File: config.mk
export PLATFORM = sky130hd
export DESIGN_NAME = seq_multiplier
export DESIGN_NICKNAME = d
export VERILOG_FILES = /design/src/rtl/seq_multiplier.sv
export SDC_FILE = /design/constraint.sdc
export NUM_CORES = 1
export LEC_CHECK = 0
export ABC_AREA = 1
export BUFFER_PORTS_ARGS = -buffer_cell sky130_fd_sc_hd__buf_4
export CORE_AREA = 2 2 66 68
export DETAILED_ROUTE_END_ITERATION = 7
export DIE_AREA = 0 0 68 70
export PLACE_DENSITY_LB_ADDON = 0.08
export SYNTH_ARGS = -nofsm -noshare
export SYNTH_HDL_FRONTEND = slang
export SYNTH_SLANG_ARGS = --single-unit
File: constraint.sdc
create_clock -name clk -period 1.79 [get_ports clk]
set_input_delay 0.2685 -clock clk [delete_from_list [all_inputs] [get_ports clk]]
set_output_delay 0.2685 -clock clk [all_outputs]
set_load 0.02 [all_outputs]
File: src/rtl/seq_multiplier.sv
`default_nettype none
// ============================================================================
//  Module      : seq_multiplier
//  Description : Radix-2 shift-add multiplier, signed/unsigned, fixed latency
//                of WIDTH+1 cycles with valid/ready handshakes on both sides.
//  Revision    : 1.0  initial release
// ============================================================================
module seq_multiplier #(
   parameter int WIDTH = 4
) (
   input  logic                 clk,
   input  logic                 rst,
   input  logic                 in_valid,
   output logic                 in_ready,
   input  logic [WIDTH-1:0]     a,
   input  logic [WIDTH-1:0]     b,
   input  logic                 sgn,
   output logic                 out_valid,
   input  logic                 out_ready,
   output logic [2*WIDTH-1:0]   p
);

   localparam int CW = $clog2(WIDTH + 1);

   typedef enum logic [1:0] {
      IDLE = 2'd0,
      CALC = 2'd1,
      DONE = 2'd2
   } state_t;

   state_t               state, state_nxt;
   logic [WIDTH-1:0]     mcand, mplier;
   logic [WIDTH-1:0]     a_mag, b_mag;
   logic [2*WIDTH-1:0]   acc, acc_nxt, prod_fin;
   logic [WIDTH:0]       sum;
   logic [CW-1:0]        cnt;
   logic                 neg;
   logic                 accept;
   logic                 last;

   // Magnitude of the most negative value wraps to 2^(WIDTH-1), which is exact unsigned
   always_comb begin
      a_mag = (sgn && a[WIDTH-1]) ? (~a + WIDTH'(1)) : a;
      b_mag = (sgn && b[WIDTH-1]) ? (~b + WIDTH'(1)) : b;
   end

   always_comb begin
      sum      = {1'b0, acc[2*WIDTH-1:WIDTH]} + (mplier[0] ? {1'b0, mcand} : '0);
      acc_nxt  = {sum, acc[WIDTH-1:1]};
      prod_fin = neg ? (~acc_nxt + (2*WIDTH)'(1)) : acc_nxt;
      last     = (cnt == CW'(WIDTH - 1));
   end

   always_ff @(posedge clk) begin
      if (rst) state <= IDLE;
      else     state <= state_nxt;
   end

   always_comb begin
      state_nxt = state;
      in_ready  = 1'b0;
      out_valid = 1'b0;
      accept    = 1'b0;
      case (state)
         IDLE: begin
            in_ready = 1'b1;
            accept   = in_valid;
            if (in_valid) state_nxt = CALC;
         end
         CALC: begin
            if (last) state_nxt = DONE;
         end
         DONE: begin
            out_valid = 1'b1;
            if (out_ready) state_nxt = IDLE;
         end
         default: state_nxt = IDLE;
      endcase
   end

   always_ff @(posedge clk) begin
      if (rst) begin
         mcand  <= '0;
         mplier <= '0;
         acc    <= '0;
         cnt    <= '0;
         neg    <= 1'b0;
         p      <= '0;
      end else begin
         case (state)
            IDLE: begin
               if (accept) begin
                  mcand  <= a_mag;
                  mplier <= b_mag;
                  neg    <= sgn & (a[WIDTH-1] ^ b[WIDTH-1]);
                  acc    <= '0;
                  cnt    <= '0;
               end
            end
            CALC: begin
               acc    <= acc_nxt;
               mplier <= mplier >> 1;
               cnt    <= cnt + CW'(1);
               if (last) p <= prod_fin;
            end
            default: ;
         endcase
      end
   end

endmodule
`default_nettype wire

==> results.toml, run 1 <==
[status]
outcome = "completed"

[sta]
timing.final.crit_period_ps = 1764
finalSetupTns_ps = 0
drv_slew = 0
fin_crit_sh_pct = 98.57
rsz0062_at_grt = "yes"
max_freq_mhz = 566.7
fin_skew_ps = 4.524
finalSetupViolCount = 0
slew_headroom_pct = 75.31
worstMarginPinSlew_ps = 370.0
hold_viol_final = 0
hold_ws_ps = 236.3

[min_path]
hold_depth = 4
hold_path_startpoint = "out_ready"
hp-class = "in2reg"
hold_end = "state[1]"

[floorplanning]
io_pins = 23
row_count = 24
start_util_pct = 38.01
coreArea_sq_um = 4144
die-area_sq_um = 4760
fp.dieW_um = 68
dieHeight_um = 70

[route]
dr.pass1.iters = 4
wl_um = 3381
drcViolationCount = 0
routedWlPerCell_um = 11.09
drt_iter0_drc = 48
via_per_inst = 4.695
postRouteAntennaNets = 0
vias = 1432

[critical_path]
worst_setup_path_start_kind = "flop"
cp.required_ps = 1970
r2r_slack_ps = 30
end_kind = "flop"
r2r-start = "mcand[0]"
r2r-end = "p[6]"
arrival_ps = 1950
r2r_cells = 14
worstSetupPathType = "reg2reg"
cp_max_fo = 3

[grt]
grt_max_degree = 19
grtUsageTotal_pct = 16.14
grt_pass1_vias = 1274
grt_pass1_wl_um = 5706
grt_overflow = 0
antenna_found_initial = 0

[synth]
synthCells = 222
syn-num-nets = 245
yosysTopAreaCell = "dfxtp_1"
yosysWarnings = 0
ys_seq_area_share_pct = 36.85
syn_area_per_cell_sq_um = 7.096
synth_cell_types = 27
synth-seq-cells = 29
synth_area_sq_um = 1575
synth_top_area_share_pct = 36.85
ys_top_cells_by_area = "dfxtp_1, nand2_1, a21oi_1"

[power]
power.leakage_nw = 0.9428
power_density_nw_per_um2 = 787.6
peakVddDrop_mv = 0.4375

[cts]
clockBufferDepth = 2
cts.sinks = 29
cts_buffers = 5
root_buffer = "clkbuf_8"
cts_tree = "done"
hold_buffers = 0
clk_latency_ps = 280
cts.htree.levels = 2
clk_pin_slew_ps = 70

[place]
place_area_sq_um = 1794
place.gp.congestion = 0.7991
io_buffers = 22
dpl.hpwl_um = 2493

[layout]
final_util_pct = 47.83
final-seq-area_sq_um = 583.1
layout_common_cells = "nand2_1, buf_4, a21oi_1, dfxtp_1, inv_1"
drive_gt1_share_pct = 24.51
area_growth_pct = 25.81
fill_cells = 436
stdcell_area_sq_um = 1982
multi_input_area_sq_um = 868.3
diodes = 0
nets = 275
final_common_cell = "nand2_1"

[job]
cap_viol_max_count = 0
==> layer usage <==
metal,vias to the layer above,wire [um],global-route usage [%]
li1,767,-,-
met1,635,1579,20.08
met4,0,53,6.000
met2,24,1618,25.46
met3,6,130,5.314
met5,-,0,0
==> how the worst max path moves through the flow <==
| stage | from | end | slack [ps] | cells after the start |
|---|---|---|---|---|
| 3_3_place_gp | mplier[0] | p[7] | -10 | 12 |
| 6_report | mcand[0] | p[6] | 30 | 14 |
| 5_1_grt | mplier[0] | p[7] | -110 | 12 |
| 3_5_place_dp | mplier[0] | p[7] | -80 | 12 |
| 2_1_floorplan | mplier[0] | p[7] | 3 | 12 |
| 4_1_cts | mplier[0] | p[7] | -10 | 12 |
==> final cells by class <==
| type | instances | area share, % |
|---|---|---|
| well taps | 52 | 3.283 |
| multi-input cells | 154 | 43.81 |
| repair buffers | 31 | 11.74 |
| clock inverters | 1 | 1.515 |
| flip-flops and latches | 29 | 29.42 |
| inverters | 31 | 5.871 |
| clock buffers | 7 | 4.356 |
==> registers in the layout (all words and copies together) (netlist names) <==
name / flops
p: 8
acc: 7
mcand: 4
mplier: 4
cnt: 3
state: 2
neg: 1
==> synthesized netlist by cell type (all sizes together) <==
master   n
clkbuf   1
nand2   60
o21ai   13
buf      7
xor2     2
inv     31
nand3    8
fa       1
a31oi    2
o21a     2
dfxtp   29
xnor2    1
nor2    22
or2      2
a21oi   27
a22oi    1
o221ai   2
o31ai    2
ha       9
==> worst max-delay path: stages (launching register included) <==
cell and delay, ps:
dfxtp_2 320, nand2_2 60, inv_2 40, ha_4 150, fa_2 360, nand2_2 80
inv_2 40, nor2_4 120, inv_2 30, nand2_1 60, nand2_1 60, a21oi_1 140
o21ai_1 80, nand2_1 70, inv_1 40
==> through the flow <==
step                power (mW)  worst slack (ps)  instances
detailed placement      0.8615            -76.29        294
floorplan               0.8117             2.960        222
global route             1.646            -105.1        305
CTS                      1.578            -10.21        303
global placement        0.8616            -13.37        294
finish                   1.561             25.53        305
==> power breakdown <==
group	leakage (nW)	internal (mW)	switching, mW
registers	0.236	0.668	0.0168
clock network	0.0585	0.453	0.256
logic	0.648	0.0673	0.0998
==> cells by family after synthesis <==
logic type,synth area share [%]
xor+xnor,1.668
fa+ha+maj,8.420
compound gates,17.00
buf+inv,10.96
flops,36.85
simple gates,25.10
==> repair_timing <==
item,CTS,global route
hold endpoints to repair,0,0
gates resized for setup,4,9
pin swaps,3,5
setup endpoints to repair,3,4
setup buffers,1,2
No activity file was read; power rests on OpenSTA's default activity.
==> inputs of run 2 (changes only) <==
- GPL_TIMING_DRIVEN: default -> 0
==> run 2 against run 1 <==
Compared with the run above: the run now ends with negative setup slack left; clock-buffer cell count is the same; largest cell class unchanged; sequential share of layout area up 0.056 points; clock power barely moved.
==> results.toml, run 2 (synthesized netlist as in run 1, its figures left out) <==
[status]
outcome = "finished with violations"
violations = "negative setup slack"

[min_path]
hold_end = "state[1]"
hold_path_startpoint = "out_ready"
hp-class = "in2reg"
hold_depth = 4

[grt]
grt_pass1_vias = 1234
grt_busiest_layer = "met2"
use_met3_pct = 5.475
use_met1_pct = 19.96
grt_overflow = 0
grt_pass1_wl_um = 5568
grt_max_degree = 11
antenna_found_initial = 0
grtUsageTotal_pct = 15.67
grt_use_met2_pct = 23.52

[critical_path]
startpoint = "mplier[0]"
cp_max_fo = 3
r2r-start = "mplier[0]"
r2r_slack_ps = -30
end_kind = "flop"
r2r-end = "p[7]"
worstSetupPathType = "reg2reg"
arrival_ps = 2010
worst_setup_path_start_kind = "flop"
cp.required_ps = 1980
r2r_cells = 13

[sta]
fin_skew_ps = 6.429
worstMarginPinSlew_ps = 488.7
finalSetupViolCount = 2
hold_ws_ps = 238.8
slew_headroom_pct = 67.42
rsz0062_at_grt = "yes"
hold_viol_final = 0
drv_slew = 0
worst_slack_ps = -33.76
max_freq_mhz = 548.3
timing.final.crit_period_ps = 1824
fin_crit_sh_pct = 101.9

[route]
via_per_inst = 4.608
drcViolationCount = 0
drt_iter0_drc = 55
routedWlPerCell_um = 10.96
wl_um = 3353
postRouteAntennaNets = 0
dr.pass1.iters = 4
vias = 1410

[cts]
cts.htree.levels = 2
cts_buffers = 5
clk_latency_ps = 280
cts.sinks = 29
clockBufferDepth = 2
clk_pin_slew_ps = 70
cts_tree = "done"
root_buffer = "clkbuf_8"

[layout]
drive_gt1_share_pct = 24.80
stdcell_area_sq_um = 1978
layout_common_cells = "nand2_1, dfxtp_1, buf_4, a21oi_1, inv_1"
nets = 276
largest_reg_flops = 8
max_flop_register = "p"
final-instance-count-excl-fill = 306
final_util_pct = 47.74
largest_registers = "p (8), acc (7)"
final_common_cell = "nand2_1"
diodes = 0
area_growth_pct = 25.58
fill_cells = 446

[job]
cap_viol_max_count = 0

[power]
peakVddDrop_mv = 0.4316
power.leakage_nw = 0.9484
power_density_nw_per_um2 = 793.8
p_total_mw = 1.570

[floorplanning]
die-area_sq_um = 4760
fp.dieW_um = 68
row_count = 24
start_util_pct = 38.01
io_pins = 23
coreArea_sq_um = 4144
dieHeight_um = 70

[place]
place_area_sq_um = 1798
dpl.hpwl_um = 2526
io_buffers = 21
place.gp.congestion = 0.7581
dp_cells = 295
-- run 2: cell count changes in the layout (fill, tap and decap cells not counted), sizes merged --
cell	change
clkbuf	+1
-- run 2: layout make-up --
cell class | instances | area, sq um | area share, %
plain buffers | 8 | 56.30 | 2.846
clock buffers | 7 | 86.33 | 4.364
clock inverters | 1 | 30.03 | 1.518
inverters | 31 | 116.4 | 5.882
multi-input cells | 154 | 860.8 | 43.52
flip-flops and latches | 29 | 583.1 | 29.47
well taps | 52 | 65.06 | 3.289
repair buffers | 24 | 180.2 | 9.108
-- run 2: through the flow --
stage                     setup TNS (ps)  worst slack, ps
after floorplan                        0            2.960
after global placement            -608.0           -321.3
after detailed placement          -588.6           -315.8
after CTS                         -53.40           -38.95
after global routing              -347.6           -176.4
final                             -41.21           -33.76
-- run 2: how the worst max path moves through the flow --
stage                     endpoint  slack (ps)  cells after the start
after floorplan               p[7]           3                     12
after global placement        p[7]        -320                     12
after detailed placement      p[7]        -320                     12
after CTS                     p[7]         -40                     13
after global routing          p[7]        -180                     13
final                         p[7]         -30                     13
-- run 2: report_power, final --
part,switching [mW],internal [mW],total (mW)
Sequential,0.0128,0.668,0.680
Clock,0.255,0.453,0.708
Combinational,0.106,0.0752,0.182
Total,0.374,1.20,1.57
-- run 2: what timing repair did --
item,CTS,global route
resized for setup,9,5
hold buffers,0,0
setup endpoints to repair,3,3
setup buffers,3,0
pin swaps,4,1
-- run 2: metal layers --
| layer | vias up | part of all wire (%) |
|---|---|---|
| met5 | - | 0 |
| met4 | 0 | 1.7 |
| met3 | 6 | 4.0 |
| met2 | 23 | 46 |
| met1 | 607 | 49 |
| li1 | 774 | - |
-- run 2: worst max-delay path: stages (launching register included) --
cell     delay [ps]
dfxtp_2         330
nand2_2          60
inv_2            40
ha_4            150
fa_2            550
nor2_1           50
nand3_1         110
nor2_2           50
nand3_2          70
nand2_1          50
nand2_1          80
nand3_2          90
nand2_1          60
inv_1            30
==> inputs of run 3 (changes only) <==
- clock period: 1.79 -> 1.55 ns (I/O delays scaled with it)
==> run 3 against run 2 <==
Compared with the run above: the flow still finishes with violations (negative setup slack); cell count is 1.3% higher; power grew 7.3%; critical path depth shrank 2; global-route usage fell by 0.62 points; sequential share of layout area shrank 0.46 points; critical path type unchanged; critical endpoint is now p[4].
==> results.toml, run 3 (synthesized netlist as in run 1, its figures left out) <==
[min_path]
hold_end = "state[1]"
hold_path_startpoint = "out_ready"
hold_depth = 4
hp-class = "in2reg"

[sta]
timing.final.crit_period_ps = 1848
slew_headroom_pct = 69.67
fin_crit_sh_pct = 119.2
worstMarginPinSlew_ps = 454.9
fin_skew_ps = 3.084
rsz0062_at_grt = "yes"
finalSetupTns_ps = -1163
finalSetupViolCount = 6
worst_slack_ps = -298.2
max_freq_mhz = 541.1
drv_slew = 0
hold_viol_final = 0

[cts]
hold_buffers = 0
root_buffer = "clkbuf_8"
cts_tree = "done"
cts.sinks = 29
cts.htree.levels = 2
clockBufferDepth = 2
clk_pin_slew_ps = 60
clk_latency_ps = 280
cts_buffers = 5

[layout]
largest_reg_flops = 8
layout_common_cells = "nand2_1, buf_4, dfxtp_1, a21oi_1, inv_1"
max_flop_register = "p"
area_growth_pct = 28.12
fill_cells = 443
drive_gt1_share_pct = 27.91
nets = 280
largest_registers = "p (8), acc (7)"
final_common_cell = "nand2_1"
diodes = 0

[floorplanning]
fp.dieW_um = 68
die-area_sq_um = 4760
io_pins = 23
dieHeight_um = 70
start_util_pct = 38.01
coreArea_sq_um = 4144
row_count = 24

[critical_path]
worstSetupPathType = "reg2reg"
cp_max_fo = 4
slowest_delay_ps = 450
r2r-start = "mplier[0]"
arrival_ps = 2020
r2r_cells = 11
cp.required_ps = 1730
crit_buf_inv = 5
end_kind = "flop"
r2r_slack_ps = -300
critPathMostFrequentCell = "buf_4"
worst_setup_path_start_kind = "flop"
slowest_stage = "fa_2"
r2r-end = "p[4]"
cpLargestDelayFamily = "adder cells"
crit_chain = "nand2_2 > inv_2 > ha_4 > fa_2 > buf_4 > buf_4 > buf_4 > nand2_1 > nand2_1 > o221ai_2 > inv_1"

[route]
postRouteAntennaNets = 0
routedWlPerCell_um = 10.66
wl_um = 3304
dr.pass1.iters = 4
drt_iter0_drc = 69
vias = 1433
via_per_inst = 4.623
drcViolationCount = 0

[job]
cap_viol_max_count = 0

[status]
outcome = "finished with violations"
violations = "negative setup slack"

[place]
io_buffers = 21
dpl.hpwl_um = 2492
place.gp.congestion = 0.7381
place_ws_ps = -397.3

[grt]
grt_max_degree = 11
grtUsageTotal_pct = 15.06
antenna_found_initial = 0
grt_overflow = 0
grt_pass1_wl_um = 5347
grt_pass1_vias = 1265

[power]
power_density_nw_per_um2 = 835.1
power.leakage_nw = 0.9590
peakVddDrop_mv = 0.5666
p_total_mw = 1.685
-- run 3: final cells by class --
class	count	area [sq um]	area share, %
clock inverters	1	5.005	0.2480
inverters	31	116.4	5.766
well taps	52	65.06	3.224
plain buffers	8	56.30	2.790
multi-input cells	154	883.3	43.77
clock buffers	7	96.34	4.774
repair buffers	28	210.2	10.42
flip-flops and latches	29	585.6	29.01
-- run 3: per-stage QoR --
step	hold WS, ps	utilization (%)	instance area [sq um]	instances
after detailed placement	454.5	43.84	1817	295
after global routing	205.9	48.70	2018	310
after global placement	452.9	43.84	1817	295
after floorplan	373.0	-	1594	222
final	200.5	48.70	2018	310
after CTS	197.8	47.37	1963	308
-- run 3: how the worst max path moves through the flow --
| stage | startpoint | to | slack (ps) | cells past startpoint |
|---|---|---|---|---|
| 2_1_floorplan | mplier[0] | p[7] | -170 | 12 |
| 3_3_place_gp | mplier[0] | p[7] | -410 | 12 |
| 3_5_place_dp | mplier[0] | p[7] | -400 | 12 |
| 4_1_cts | mplier[0] | p[7] | -300 | 12 |
| 5_1_grt | mplier[0] | p[7] | -420 | 12 |
| 6_report | mplier[0] | p[4] | -300 | 11 |
-- run 3: worst register-to-register path, cell delays in order (launching register included) --
cell      delay, ps
dfxtp_4         350
nand2_2          60
inv_2            40
ha_4            150
fa_2            450
buf_4           150
buf_4           130
buf_4           120
nand2_1          50
nand2_1          60
o221ai_2        120
inv_1            50
-- run 3: where the power goes --
| group | switching [mW] | total (mW) | internal [mW] |
|---|---|---|---|
| Clock | 0.286 | 0.686 | 0.400 |
| Combinational | 0.122 | 0.214 | 0.0914 |
| Sequential | 0.0149 | 0.785 | 0.771 |
| Total | 0.423 | 1.69 | 1.26 |
-- run 3: repair_timing --
| action | 4_1_cts | 5_1_grt |
|---|---|---|
| endpoints found under the setup margin | 6 | 7 |
| buffers inserted | 5 | 2 |
| pin swaps | 6 | 10 |
| gates resized for setup | 2 | 12 |
| hold endpoints to repair | 0 | 0 |
-- run 3: routing by layer --
layer | track usage, % | up-vias | part of all wire [%] | wire (um)
met2 | 24.27 | 20 | 48 | 1571
met3 | 4.831 | 5 | 3.5 | 116
met4 | 6.667 | 0 | 1.7 | 55
met1 | 17.85 | 631 | 47 | 1560
li1 | - | 777 | - | -
met5 | 0 | - | 0 | 0
